[config.mk]
export PLATFORM = sky130hd
export DESIGN_NAME = axi_crossbar_slv_switch_n_flat
export DESIGN_NICKNAME = d
export VERILOG_FILES = /design/src/rtl/axi_crossbar_slv_switch_n_if.sv /design/src/rtl/axi_crossbar_slv_switch_n.sv /design/src/flat_wrapper.sv
export SDC_FILE = /design/constraint.sdc
export NUM_CORES = 1
export LEC_CHECK = 0
export BUFFER_PORTS_ARGS = -buffer_cell sky130_fd_sc_hd__buf_2
export CAP_MARGIN = 20
export CORE_AREA = 4 4 275 277
export CTS_CLUSTER_SIZE = 40
export DETAILED_ROUTE_END_ITERATION = 8
export DIE_AREA = 0 0 279 281
export SLEW_MARGIN = 20
export SYNTH_ARGS = -nofsm -noshare
export SYNTH_HDL_FRONTEND = slang
export SYNTH_SLANG_ARGS = --single-unit
[constraint.sdc]
create_clock -name aclk -period 3.34 [get_ports aclk]
set_input_delay 0.167 -clock aclk [delete_from_list [all_inputs] [get_ports aclk]]
set_output_delay 0.167 -clock aclk [all_outputs]
set_load 0.1 [all_outputs]
[src/rtl/axi_crossbar_slv_switch_n_if.sv]
// Channel bundle for the crossbar slave switch. N lanes of AW/W/AR handshakes and payloads;
// the B/R payloads are single broadcast buses. The master modport is the view of whoever issues requests.
interface axi_crossbar_slv_switch_n_if #(
    parameter int N      = 1,
    parameter int AWCH_W = 49,
    parameter int WCH_W  = 43,
    parameter int BCH_W  = 8,
    parameter int ARCH_W = 49,
    parameter int RCH_W  = 41
);
    logic [N-1:0]        awvalid;
    logic [N-1:0]        awready;
    logic [N*AWCH_W-1:0] awch;
    logic [N-1:0]        wvalid;
    logic [N-1:0]        wready;
    logic [N-1:0]        wlast;
    logic [N*WCH_W-1:0]  wch;
    logic [N-1:0]        bvalid;
    logic [N-1:0]        bready;
    logic [BCH_W-1:0]    bch;
    logic [N-1:0]        arvalid;
    logic [N-1:0]        arready;
    logic [N*ARCH_W-1:0] arch;
    logic [N-1:0]        rvalid;
    logic [N-1:0]        rready;
    logic [N-1:0]        rlast;
    logic [RCH_W-1:0]    rch;

    modport master (
        output awvalid, awch, wvalid, wlast, wch, bready, arvalid, arch, rready,
        input  awready, wready, bvalid, bch, arready, rvalid, rlast, rch
    );

    modport slave (
        input  awvalid, awch, wvalid, wlast, wch, bready, arvalid, arch, rready,
        output awready, wready, bvalid, bch, arready, rvalid, rlast, rch
    );
endinterface

[src/rtl/axi_crossbar_slv_switch_n.sv]
// Per-slave crossbar switch: locked round-robin AW/AR arbitration, W steering by a write-order FIFO,
// and tag-based B/R routing. Define AXI_XBAR_SLV_W_BYPASS_EN to forward W in the AW acceptance cycle.
module axi_crossbar_slv_switch_n_arb #(
    parameter int N  = 3,
    parameter int IW = $clog2(N)
) (
    input  logic          clk,
    input  logic          rst_n,
    input  logic          en,
    input  logic          gate,
    input  logic          ready,
    input  logic [N-1:0]  req,
    output logic [IW-1:0] idx,
    output logic          valid,
    output logic          hs
);
    localparam logic [0:0] IDLE   = 1'b0;
    localparam logic [0:0] LOCKED = 1'b1;

    logic [0:0]    state;
    logic [IW-1:0] ptr;
    logic [IW-1:0] grant_q;
    logic [IW-1:0] pick;
    logic          found;

    function automatic logic [IW-1:0] wrap_add(input logic [IW-1:0] base, input int step);
        int sum;
        sum = int'(base) + step;
        if (sum >= N) sum = sum - N;
        return sum[IW-1:0];
    endfunction

    // Scan downward so the nearest requester after ptr is the last one written.
    always_comb begin
        pick  = ptr;
        found = 1'b0;
        for (int i = N; i >= 1; i--) begin
            if (req[wrap_add(ptr, i)]) begin
                pick  = wrap_add(ptr, i);
                found = 1'b1;
            end
        end
        idx   = (state == LOCKED) ? grant_q : pick;
        valid = en & ~gate & ((state == LOCKED) ? req[grant_q] : found);
        hs    = valid & ready;
    end

    always_ff @(posedge clk or negedge rst_n) begin
        if (!rst_n) begin
            state   <= IDLE;
            ptr     <= IW'(N - 1);
            grant_q <= '0;
        end else begin
            if (hs) ptr <= idx;
            case (state)
                IDLE: begin
                    if (valid && !ready) begin
                        state   <= LOCKED;
                        grant_q <= pick;
                    end
                end
                default: begin
                    if (hs) state <= IDLE;
                end
            endcase
        end
    end
endmodule

module axi_crossbar_slv_switch_n #(
    parameter int MST_NB      = 3,
    parameter int AXI_ID_W    = 4,
    parameter int MST_TAG_W   = 2,
    parameter int AWCH_W      = 49,
    parameter int WCH_W       = 43,
    parameter int BCH_W       = 8,
    parameter int ARCH_W      = 49,
    parameter int RCH_W       = 41,
    parameter int WFIFO_DEPTH = 4
) (
    input  logic                          aclk,
    input  logic                          aresetn,
    axi_crossbar_slv_switch_n_if.slave    mst,
    axi_crossbar_slv_switch_n_if.master   slv
);
    localparam int IW = $clog2(MST_NB);
    localparam int PW = $clog2(WFIFO_DEPTH);
    localparam int CW = PW + 1;

    logic          en_q;
    logic [IW-1:0] aw_idx;
    logic [IW-1:0] ar_idx;
    logic          aw_valid;
    logic          aw_hs;
    logic          ar_valid;
    logic          ar_hs;

    logic [IW-1:0] fifo_mem [WFIFO_DEPTH];
    logic [PW-1:0] wr_ptr;
    logic [PW-1:0] rd_ptr;
    logic [CW-1:0] count;
    logic          fifo_full;
    logic          fifo_empty;
    logic [IW-1:0] head;
    logic [IW-1:0] w_src;
    logic          w_sel;
    logic          w_beat_last;
    logic          push;
    logic          pop;

    logic [BCH_W-1:0]     b_chan;
    logic [RCH_W-1:0]     r_chan;
    logic [MST_TAG_W-1:0] b_tag;
    logic [MST_TAG_W-1:0] r_tag;

    // Holds every grant-driven output low from reset assertion until the first clock after release.
    always_ff @(posedge aclk or negedge aresetn) begin
        if (!aresetn) en_q <= 1'b0;
        else          en_q <= 1'b1;
    end

    axi_crossbar_slv_switch_n_arb #(.N(MST_NB)) aw_arb (
        .clk(aclk), .rst_n(aresetn), .en(en_q), .gate(fifo_full), .ready(slv.awready[0]),
        .req(mst.awvalid), .idx(aw_idx), .valid(aw_valid), .hs(aw_hs)
    );

    axi_crossbar_slv_switch_n_arb #(.N(MST_NB)) ar_arb (
        .clk(aclk), .rst_n(aresetn), .en(en_q), .gate(1'b0), .ready(slv.arready[0]),
        .req(mst.arvalid), .idx(ar_idx), .valid(ar_valid), .hs(ar_hs)
    );

    assign slv.awvalid = aw_valid;
    assign slv.awch    = mst.awch[aw_idx*AWCH_W +: AWCH_W];
    assign slv.arvalid = ar_valid;
    assign slv.arch    = mst.arch[ar_idx*ARCH_W +: ARCH_W];

    always_comb begin
        mst.awready = '0;
        mst.arready = '0;
        for (int k = 0; k < MST_NB; k++) begin
            mst.awready[k] = aw_valid & slv.awready[0] & (aw_idx == IW'(k));
            mst.arready[k] = ar_valid & slv.arready[0] & (ar_idx == IW'(k));
        end
    end

    assign fifo_full  = (count == CW'(WFIFO_DEPTH));
    assign fifo_empty = (count == '0);
    assign head       = fifo_mem[rd_ptr];

`ifdef AXI_XBAR_SLV_W_BYPASS_EN
    // An empty FIFO lets the master being accepted on AW drive W in the same cycle; a
    // single-beat burst finished here never needs to be remembered.
    assign w_sel = en_q & (~fifo_empty | aw_hs);
    assign w_src = fifo_empty ? aw_idx : head;
    assign push  = aw_hs & ~(fifo_empty & w_beat_last);
`else
    assign w_sel = en_q & ~fifo_empty;
    assign w_src = head;
    assign push  = aw_hs;
`endif

    assign pop         = ~fifo_empty & w_beat_last;
    assign slv.wvalid  = w_sel & mst.wvalid[w_src];
    assign slv.wlast   = mst.wlast[w_src];
    assign slv.wch     = mst.wch[w_src*WCH_W +: WCH_W];
    assign w_beat_last = slv.wvalid[0] & slv.wready[0] & slv.wlast[0];

    always_comb begin
        mst.wready = '0;
        for (int k = 0; k < MST_NB; k++) begin
            mst.wready[k] = w_sel & slv.wready[0] & (w_src == IW'(k));
        end
    end

    always_ff @(posedge aclk or negedge aresetn) begin
        if (!aresetn) begin
            wr_ptr <= '0;
            rd_ptr <= '0;
            count  <= '0;
        end else begin
            if (push) wr_ptr <= wr_ptr + 1'b1;
            if (pop)  rd_ptr <= rd_ptr + 1'b1;
            if (push && !pop)      count <= count + 1'b1;
            else if (!push && pop) count <= count - 1'b1;
        end
    end

    always_ff @(posedge aclk) begin
        if (push) fifo_mem[wr_ptr] <= aw_idx;
    end

    assign b_chan  = slv.bch;
    assign r_chan  = slv.rch;
    assign b_tag   = b_chan[AXI_ID_W-1 -: MST_TAG_W];
    assign r_tag   = r_chan[AXI_ID_W-1 -: MST_TAG_W];
    assign mst.bch = b_chan;
    assign mst.rch = r_chan;

    // A response whose tag names no master is accepted anyway so the slave never stalls on it.
    always_comb begin
        mst.bvalid = '0;
        mst.rvalid = '0;
        mst.rlast  = '0;
        slv.bready = 1'b1;
        slv.rready = 1'b1;
        for (int k = 0; k < MST_NB; k++) begin
            mst.bvalid[k] = slv.bvalid[0] & (b_tag == MST_TAG_W'(k + 1));
            mst.rvalid[k] = slv.rvalid[0] & (r_tag == MST_TAG_W'(k + 1));
            mst.rlast[k]  = slv.rlast[0]  & (r_tag == MST_TAG_W'(k + 1));
            if (b_tag == MST_TAG_W'(k + 1)) slv.bready = mst.bready[k];
            if (r_tag == MST_TAG_W'(k + 1)) slv.rready = mst.rready[k];
        end
    end
endmodule

[src/flat_wrapper.sv]
// flat-port wrapper written by rule: the top's interface ports become plain ports
module axi_crossbar_slv_switch_n_flat 
#(
    parameter int MST_NB      = 3,
    parameter int AXI_ID_W    = 4,
    parameter int MST_TAG_W   = 2,
    parameter int AWCH_W      = 49,
    parameter int WCH_W       = 43,
    parameter int BCH_W       = 8,
    parameter int ARCH_W      = 49,
    parameter int RCH_W       = 41,
    parameter int WFIFO_DEPTH = 4
)
  (aclk, aresetn, mst_awvalid, mst_awch, mst_wvalid, mst_wlast, mst_wch, mst_bready, mst_arvalid, mst_arch, mst_rready, mst_awready, mst_wready, mst_bvalid, mst_bch, mst_arready, mst_rvalid, mst_rlast, mst_rch, slv_awvalid, slv_awch, slv_wvalid, slv_wlast, slv_wch, slv_bready, slv_arvalid, slv_arch, slv_rready, slv_awready, slv_wready, slv_bvalid, slv_bch, slv_arready, slv_rvalid, slv_rlast, slv_rch);
  axi_crossbar_slv_switch_n_if #(.N(3), .AWCH_W(AWCH_W), .WCH_W(WCH_W), .BCH_W(BCH_W), .ARCH_W(ARCH_W), .RCH_W(RCH_W)) mst_i ();
  axi_crossbar_slv_switch_n_if #(.N(1), .AWCH_W(AWCH_W), .WCH_W(WCH_W), .BCH_W(BCH_W), .ARCH_W(ARCH_W), .RCH_W(RCH_W)) slv_i ();
  input  logic aclk;
  input  logic aresetn;
  input wire logic [$bits(mst_i.awvalid)-1:0] mst_awvalid;
  input wire logic [$bits(mst_i.awch)-1:0] mst_awch;
  input wire logic [$bits(mst_i.wvalid)-1:0] mst_wvalid;
  input wire logic [$bits(mst_i.wlast)-1:0] mst_wlast;
  input wire logic [$bits(mst_i.wch)-1:0] mst_wch;
  input wire logic [$bits(mst_i.bready)-1:0] mst_bready;
  input wire logic [$bits(mst_i.arvalid)-1:0] mst_arvalid;
  input wire logic [$bits(mst_i.arch)-1:0] mst_arch;
  input wire logic [$bits(mst_i.rready)-1:0] mst_rready;
  output wire logic [$bits(mst_i.awready)-1:0] mst_awready;
  output wire logic [$bits(mst_i.wready)-1:0] mst_wready;
  output wire logic [$bits(mst_i.bvalid)-1:0] mst_bvalid;
  output wire logic [$bits(mst_i.bch)-1:0] mst_bch;
  output wire logic [$bits(mst_i.arready)-1:0] mst_arready;
  output wire logic [$bits(mst_i.rvalid)-1:0] mst_rvalid;
  output wire logic [$bits(mst_i.rlast)-1:0] mst_rlast;
  output wire logic [$bits(mst_i.rch)-1:0] mst_rch;
  output wire logic [$bits(slv_i.awvalid)-1:0] slv_awvalid;
  output wire logic [$bits(slv_i.awch)-1:0] slv_awch;
  output wire logic [$bits(slv_i.wvalid)-1:0] slv_wvalid;
  output wire logic [$bits(slv_i.wlast)-1:0] slv_wlast;
  output wire logic [$bits(slv_i.wch)-1:0] slv_wch;
  output wire logic [$bits(slv_i.bready)-1:0] slv_bready;
  output wire logic [$bits(slv_i.arvalid)-1:0] slv_arvalid;
  output wire logic [$bits(slv_i.arch)-1:0] slv_arch;
  output wire logic [$bits(slv_i.rready)-1:0] slv_rready;
  input wire logic [$bits(slv_i.awready)-1:0] slv_awready;
  input wire logic [$bits(slv_i.wready)-1:0] slv_wready;
  input wire logic [$bits(slv_i.bvalid)-1:0] slv_bvalid;
  input wire logic [$bits(slv_i.bch)-1:0] slv_bch;
  input wire logic [$bits(slv_i.arready)-1:0] slv_arready;
  input wire logic [$bits(slv_i.rvalid)-1:0] slv_rvalid;
  input wire logic [$bits(slv_i.rlast)-1:0] slv_rlast;
  input wire logic [$bits(slv_i.rch)-1:0] slv_rch;
  assign mst_i.awvalid = mst_awvalid;
  assign mst_i.awch = mst_awch;
  assign mst_i.wvalid = mst_wvalid;
  assign mst_i.wlast = mst_wlast;
  assign mst_i.wch = mst_wch;
  assign mst_i.bready = mst_bready;
  assign mst_i.arvalid = mst_arvalid;
  assign mst_i.arch = mst_arch;
  assign mst_i.rready = mst_rready;
  assign mst_awready = mst_i.awready;
  assign mst_wready = mst_i.wready;
  assign mst_bvalid = mst_i.bvalid;
  assign mst_bch = mst_i.bch;
  assign mst_arready = mst_i.arready;
  assign mst_rvalid = mst_i.rvalid;
  assign mst_rlast = mst_i.rlast;
  assign mst_rch = mst_i.rch;
  assign slv_awvalid = slv_i.awvalid;
  assign slv_awch = slv_i.awch;
  assign slv_wvalid = slv_i.wvalid;
  assign slv_wlast = slv_i.wlast;
  assign slv_wch = slv_i.wch;
  assign slv_bready = slv_i.bready;
  assign slv_arvalid = slv_i.arvalid;
  assign slv_arch = slv_i.arch;
  assign slv_rready = slv_i.rready;
  assign slv_i.awready = slv_awready;
  assign slv_i.wready = slv_wready;
  assign slv_i.bvalid = slv_bvalid;
  assign slv_i.bch = slv_bch;
  assign slv_i.arready = slv_arready;
  assign slv_i.rvalid = slv_rvalid;
  assign slv_i.rlast = slv_rlast;
  assign slv_i.rch = slv_rch;
  axi_crossbar_slv_switch_n #(.MST_NB(MST_NB), .AXI_ID_W(AXI_ID_W), .MST_TAG_W(MST_TAG_W), .AWCH_W(AWCH_W), .WCH_W(WCH_W), .BCH_W(BCH_W), .ARCH_W(ARCH_W), .RCH_W(RCH_W), .WFIFO_DEPTH(WFIFO_DEPTH)) u_core (.aclk(aclk), .aresetn(aresetn), .mst(mst_i), .slv(slv_i));
endmodule
==> results of run 1 <==
-- layer usage --
layer / vias up / part of all wire
met5: - / 0.0013
met4: 6 / 0.034
met3: 70 / 0.11
met2: 431 / 0.46
met1: 3234 / 0.39
li1: 3419 / -
-- through the flow --
stage	utilization	setup WS, ps	instances	hold slack (ps)	setup TNS [ps]
2_1_floorplan	-	-216	631	-129	-528
3_3_place_gp	0.167	322	2134	180	0
3_5_place_dp	0.167	307	2134	178	0
4_1_cts	0.169	45.3	2139	219	0
5_1_grt	0.170	-4.48	2143	268	-6.38
6_report	0.170	138	2147	234	0
-- cell usage after synthesis, types with 3 or more instances --
library cell	number
buf_1	3
a31oi_1	3
o2bb2ai_1	98
nand3_1	6
xnor2_1	4
buf_2	20
buf_4	57
o21ai_1	27
nor2_1	17
mux2_1	5
nand2b_1	7
nand2_1	57
nor3b_1	5
ha_1	11
mux2i_1	150
inv_1	11
mux2_2	6
edfxtp_1	8
clkbuf_1	17
and2_1	4
and3b_1	4
a21oi_1	8
and3_1	12
nor2b_1	5
buf_6	4
dfrtp_1	16
o21ai_0	29
-- cell type report --
cell class	instances	area (µm²)	area share
Sequential cell	26	694	0.0561
Clock inverter	1	30.0	0.00243
Clock buffer	3	75.1	0.00607
Timing Repair Buffer	649	5650	0.456
Inverter	11	41.3	0.00334
Multi-Input combinational cell	492	4670	0.378
Antenna cell	6	15.0	0.00121
Tap cell	959	1200	0.0970
-- cells in the final DEF, fill, tap and decap left out, types with 3 or more instances in the layout --
master     netlist  final
nor3b_1          5      4
a21oi_1          8      7
buf_12           0    154
ha_1            11      6
mux2_1           5      5
buf_2           20    472
and3_1          12     11
o21ai_0         29      7
edfxtp_1         8      8
clkbuf_16        0      4
mux2_2           6      5
o2bb2ai_2        0     98
nand2_1         57     57
dfrtp_1         16     15
and3b_1          4      4
nand3_1          6      6
ha_4             0      3
nor2_1          17     17
diode_2          0      6
inv_1           11      9
buf_4           57     20
mux2i_1        150    149
o21ai_1         27     47
nand2b_1         7      7
nor2b_1          5      4
xnor2_1          4      4
-- flip-flops by register name (all words and copies together) (netlist names), named ones only --
name                   flops
u_core.count               3
u_core.ar_arb.grant_q      2
u_core.aw_arb.ptr          2
u_core.rd_ptr              2
u_core.wr_ptr              2
u_core.fifo_mem            8
u_core.en_q                1
u_core.aw_arb.grant_q      2
u_core.ar_arb.ptr          2
-- worst max path at each step --
stage,startpoint,to,cells past startpoint
after global routing,u_core.ar_arb.ptr[0],slv_arch[32],11
after CTS,u_core.aw_arb.ptr[0],slv_awch[36],10
after global placement,u_core.aw_arb.ptr[0],u_core.count[1],11
after floorplan,u_core.aw_arb.ptr[1],mst_awready[0],9
final,u_core.ar_arb.ptr[0],slv_arch[23],10
after detailed placement,u_core.aw_arb.ptr[0],u_core.count[1],11
-- critical path: stages (launching register included) --
cell and delay, ps:
dfrtp_1 460, inv_2 130, ha_2 240, mux2_1 330, a211oi_1 230, o21a_1 180
mux2_4 200, buf_12 220, mux2i_1 420, o2bb2ai_2 140, buf_12 180
-- logic make-up (layout without fill, tap and decap cells) --
| kind of cell | after synthesis | in the layout | synth area share |
|---|---|---|---|
| buffers and inverters | 113 | 664 | 0.132 |
| AO/OA/AOI/OAI | 184 | 184 | 0.261 |
| XOR/XNOR | 6 | 6 | 0.00996 |
| other | 1 | 7 | 0.000711 |
| multiplexers | 163 | 163 | 0.316 |
| flip-flops | 26 | 26 | 0.131 |
| adder cells (fa/ha/maj) | 12 | 12 | 0.0299 |
| AND/OR/NAND/NOR | 126 | 126 | 0.119 |
-- what timing repair did --
| action | 4_1_cts | 5_1_grt |
|---|---|---|
| endpoints found under the setup margin | 0 | 80 |
| hold endpoints to repair | 16 | 0 |
| setup buffers | 0 | 1 |
| hold buffers | 1 | 0 |
| gates resized for setup | 0 | 10 |
==> flow_results.org, run 1 <==
** Synth
- Cell variety after synth :: 57
- Yosys attributes the largest share of cell area to mux2i_1 28%, o2bb2ai_1 16%, buf_4 8.1%.
- Largest area contributor in the netlist :: mux2i_1
- Count of flip-flops with a built-in enable after synthesis :: 8
- Counting flops with an async set or reset pin after synthesis yields a share of 0.692.
- Top-area cell type share of the netlist area :: 0.284
- Predominant post-synthesis flop cell :: dfrtp_1
- The number of nets handed over by synthesis was between 1,000 and 1,500.
- Area of the mapped netlist :: roughly 0.0053 mm²
- For this run, the number of Yosys warnings is 0.
- The cell count after synthesis came out at 631.
- The average instance in the mapped netlist occupies 8.36 µm².
- Part of the Yosys area used for sequential elements :: 0.131
- Synth Register Bits :: 26

** STA
- The final-report hold violation count is 0.
- Timing-limited maximum frequency :: 312 MHz
- Measured slew at the worst slew-check pin :: 731 ps
- Final setup viols :: 0
- Headroom to the max-slew limit came out at 0.513.
- Max Clock Skew :: 8.52 ps
- Final Cycle Share :: 0.959
- The clock period could shrink to 3200 ps.
- Total count of max-transition violations in the final report :: 0

** Hold path
- The path class of the tightest hold or removal check is input port to flop.
- Along the worst hold path, the cell count comes to 2.
- The startpoint identified for the worst hold timing path is slv_awready.

** Global routing
- The number of global-route vias before repair is 7,295.
- The layer flagged by global routing as most heavily used is met2.
- The first global-routing pass estimated 49.2 mm of wire.
- GRT Resource Usage Total :: 0.0841
- Summed over all layers, the global routing overflow is 0.
- For this run, global-route usage on met3 was measured as 0.0336.
- Maximum number of pins on one net before global-route repair :: 46
- Met2 usage :: 0.136
- The number of antenna violations at the first check in global routing came to 12.
- For met1 alone, demand over resource in global routing was 0.100.

** Setup path
- STA classifies the critical path startpoint as a flop.
- The setup path with the least slack is of type flop to primary output.
- The worst setup path is captured at a primary output.
- Crit path max fanout :: 26
- The worst register-to-register path ends at u_core.count[1].
- In this run the critical register-to-register path is launched from u_core.aw_arb.ptr[0].
- STA puts the critical path data required time at between 3000 and 4000 ps.
- STA puts the critical path data arrival time at 3030 ps.
- For flop-to-flop paths, the worst setup slack is 350 ps.
- Register-to-Register Path Depth :: 11

** Job
- Max-cap violations in this run came to 0.

** Cells and area
- Fillers :: 8,071
- In the final layout, the share of cells above drive strength 1 is 0.668.
- Area growth from synthesis to final layout :: 134%
- Summing all non-filler instances in the final layout gives an area of 0.0124 mm².
- The net count of the finished layout is 1,693.

** Run status
- The run finished with clean final reports.

** Route
- Detailed Route WL :: around 36 mm
- The detail route stage leaves a number of antenna-violating nets equal to 0.
- In the routed layout, each cell is associated on average with a via count of about 3.3.
- Residual DRC count :: 0
- DRC marker count from the first detailed-route iteration :: 206
- WL per Instance :: 17.0 µm
- 1st-pass router iterations :: 4
- The detailed router placed approximately 7,000 vias in this run.

** CTS
- Buffer depth of the longest clock path :: 2
- Clock-pin slew was measured on the worst setup and hold paths at 80 ps.
- Total clock sinks :: 26
- Clock root cell :: clkbuf_16
- TritonCTS built the clock tree.
- Number of H-tree levels :: 1
- Number of buffers created by CTS :: 3
- Clock latency on the worst-skew pair :: 270 ps

** Die
- Total Die Area :: 0.0784 mm²
- The initial utilization of the core area, before any placement, comes to 0.0725.
- Die outline width :: 279 µm
- IO Pins :: a little over 700
- Core Area :: ~0.073 mm²
- In this run the vertical extent of the chip is 281 µm.
- Row generation in the floorplan step produced between 90 and 100 rows.

** Placed design
- In this run the tool buffered the top-level ports with 621 buffer cells.
- RD Place Congestion :: 0.870
- The placed instances occupy a cell area of 0.0122 mm².
- The HPWL after detailed placement is between 30 and 40 mm.
Power of run 1 is left out: the tool's default activity adds up to more than one toggle a clock period on the data nets, which glitch-free logic cannot reach.
==> run 2: changes to the inputs <==
==> constraint.sdc (replaced) <==
create_clock -name aclk -period 3.9 [get_ports aclk]
set_input_delay 0.195 -clock aclk [delete_from_list [all_inputs] [get_ports aclk]]
set_output_delay 0.195 -clock aclk [all_outputs]
set_load 0.1 [all_outputs]
==> flow_results.org, run 2 (synthesis results as in run 1) <==
** Route
- Routed via count divided by cell count :: 3.30 (-1.1%)
- Detailed Route WL :: 36.0 mm (-1.3%)
- The iteration count of the initial detailed-routing pass came to 4 (unchanged).
- DRC marker count from the first detailed-route iteration :: 177 (-14%)
- Count of nets left with antenna violations after detail routing :: 0 (unchanged)
- Vias after detailed routing :: 7,043 (-1.6%)
- Residual DRC count :: 0 (unchanged)
- WL per Instance :: 16.9 µm (-0.75%)

** Setup path
- The sum of buffers and inverters on the critical path came to 3 (unchanged).
- STA classifies the critical path startpoint as a flop.
- CP Data Required Time :: 3700 ps (+530 ps)
- The cell that appears most often on the critical path is buf_12.
- The worst-path maximum fanout was 49 (+88%).
- End point of the critical path :: slv_awch[5]
- The total stage count of the critical path was 10 (unchanged).
- The worst reg-to-reg path cell count was 13 (+2).
- Arrival time reported for the critical path endpoint :: 3440 ps (+410 ps)
- The cell family contributing the most delay on the critical path is compound AO/OA/AOI/OAI gates.
- FF-to-FF Start :: u_core.aw_arb.ptr[1]
- Cell with the largest stage delay on the worst path :: dfstp_2
- Nature of the critical path endpoint :: primary output
- Traced cell by cell, the critical path runs through inv_1, ha_1, nor3b_2, a21o_1, a21oi_2, o31ai_4, buf_12, mux2i_1, o2bb2ai_1, buf_12.
- The worst register-to-register path ends at u_core.count[2].
- By startpoint and endpoint, the worst setup path is classified as flop to primary output.
- The most critical setup path has its startpoint at u_core.aw_arb.ptr[1].
- Worst setup slack for register-to-register paths :: 510 ps (+160 ps)
- The largest stage delay on the critical path came to 550 ps (+90 ps).

** Global routing
- Number of global-route vias before repair :: 7,183 (-1.5%)
- The global-route wire length before repair came to 48.2 mm (-1.9%).
- The global-route total usage across every layer was 0.0840 (-0.000158).
- The largest net degree at the start of global routing came to 51 (+11%).
- The number of antenna violations at the first check in global routing is 15 (+3).
- Overflow left after global routing :: 0 (unchanged)

** Cells and area
- Leaving out fill and tap cells, the most frequent cells in the layout are 497 x buf_2, 150 x mux2i_1, 114 x buf_12, 97 x o2bb2ai_1, 57 x nand2_1.
- Most frequent standard cell in the layout excluding fill and tap cells :: buf_2
- The number of nets in the layout is 1,681 (-0.71%).
- The flip-flop count of the largest register after layout is 8 (unchanged).
- Ranked by flip-flop count, first place goes to u_core.fifo_mem.
- The proportion of layout cells with a drive suffix above 1 was 0.570 (-0.0983).
- Area growth from synthesis to final layout :: 108%
- Registers with the highest flip-flop counts :: u_core.fifo_mem (8), u_core.count (3)

** STA
- The worst clock skew on the final layout came to 7.87 ps (-0.656 ps).
- The hold slack came to 195 ps (-38.6 ps).
- Total count of max-transition violations in the final report :: 0 (unchanged)
- In the finished design, the share of the clock period the worst path needs comes to 0.931.
- The final-report hold violation count is 0 (unchanged).
- The actual slew at the worst max-slew pin came to 603 ps (-127 ps).
- The minimum setup slack in the final design came to 270 ps (+131 ps).
- Slew Limit Headroom :: 0.600 (+0.0876)
- Timing-limited maximum frequency :: 275 MHz
- Setup repair after global routing left no endpoint under its margin.
- Tmin final :: 3630 ps
- Final setup viols :: 0 (unchanged)

** CTS
- TritonCTS built the clock tree.
- Number of buffers created by CTS :: 3 (unchanged)
- The maximum root-to-sink buffer count is 2 (unchanged).
- Clock-pin transition on the worst setup and hold timing paths :: 80 ps (about the same)
- The post-CTS setup buffer count came to 0 (unchanged).
- The later-pin clock latency in the skew report was 280 ps (about the same).
- Clock root cell :: clkbuf_16
- The sink count of the clock tree was 26 (unchanged).
- The maximum level of the CTS H-tree came to 1 (unchanged).

** Die
- Die outline width :: 279 µm (unchanged)
- The number of placed I/O pins came to 712 (unchanged).
- Core Area :: 0.0728 mm² (unchanged)
- The area enclosed by the die boundary came to 0.0784 mm² (unchanged).
- The total number of placement rows was 99 (unchanged).
- Effective utilization at floorplan :: 0.0725 (unchanged)
- Height of the chip :: 281 µm (unchanged)

** Run status
- The run finished with clean final reports.

** Hold path
- Worst hold start :: slv_awready
- Worst hold path type :: input port to flop

** Placed design
- The detailed placer's ending HPWL was 32.4 mm (-0.14%).
- RD Place Congestion :: 0.838 (-3.7%)
- The number of port buffers was 621 (unchanged).
- Worst slack at placement :: 400 ps (+92.6 ps)

** Job
- MaxCap Viol Count :: 0 (unchanged)
-- run 2: cell count changes in the layout (fill, tap and decap cells not counted), moves of 5 or more --
cell       delta
buf_12       -40
buf_2        +25
buf_4         +5
ha_1          +5
o21ai_0      +22
o21ai_1      -22
o2bb2ai_1    +97
o2bb2ai_2    -97
-- run 2: worst min path at each step --
stage / to / cells past startpoint
floorplan: async pin / 0
global placement: u_core.ar_arb.grant_q[0] / 1
detailed placement: u_core.rd_ptr[0] / 1
CTS: flop / 2
global route: flop / 2
finish: flop / 2
-- run 2: timing repair --
action                                  CTS  global route
hold buffers                              1             0
gates resized for setup                   0             1
endpoints found under the setup margin    0             1
endpoints found under the hold margin    16             0
-- run 2: cell type report --
type                            instances  area (µm²)
Sequential cell                        26         693
Clock buffer                            3        75.1
Inverter                               11        41.3
Antenna cell                            6        15.0
Fill cell                            8215       61900
Tap cell                              959        1200
Timing Repair Buffer                  637        4970
Multi-Input combinational cell        492        3960
Clock inverter                          1        30.0
-- run 2: worst register-to-register path, stage by stage, from the launching register on --
cell and delay, ps:
dfstp_2 550, inv_1 80, ha_1 470, nor3b_2 370, a21o_1 180, a2111oi_2 70, a211oi_4 330, and2_1 200
ha_1 190, inv_1 60, fa_1 370, xor2_1 170, nor2_1 130, xor2_1 150
-- run 2: per-stage QoR --
stage | area, µm² | std cells | TNS, ps | utilization
global route | 11000 | 2133 | 0 | 0.151
CTS | 11000 | 2129 | 0 | 0.150
floorplan | 5320 | 631 | -165 | -
global placement | 10800 | 2124 | 0 | 0.149
detailed placement | 10800 | 2124 | 0 | 0.149
finish | 11000 | 2135 | 0 | 0.151
-- run 2: layer usage --
layer  vias up  track usage  part of all wire
met5         -            0                 0
met4         0       0.0256             0.028
met3        49       0.0253             0.092
met2       453        0.155              0.50
met1      3135       0.0929              0.38
li1       3406            -                 -
Power of run 2 is left out for the same reason.
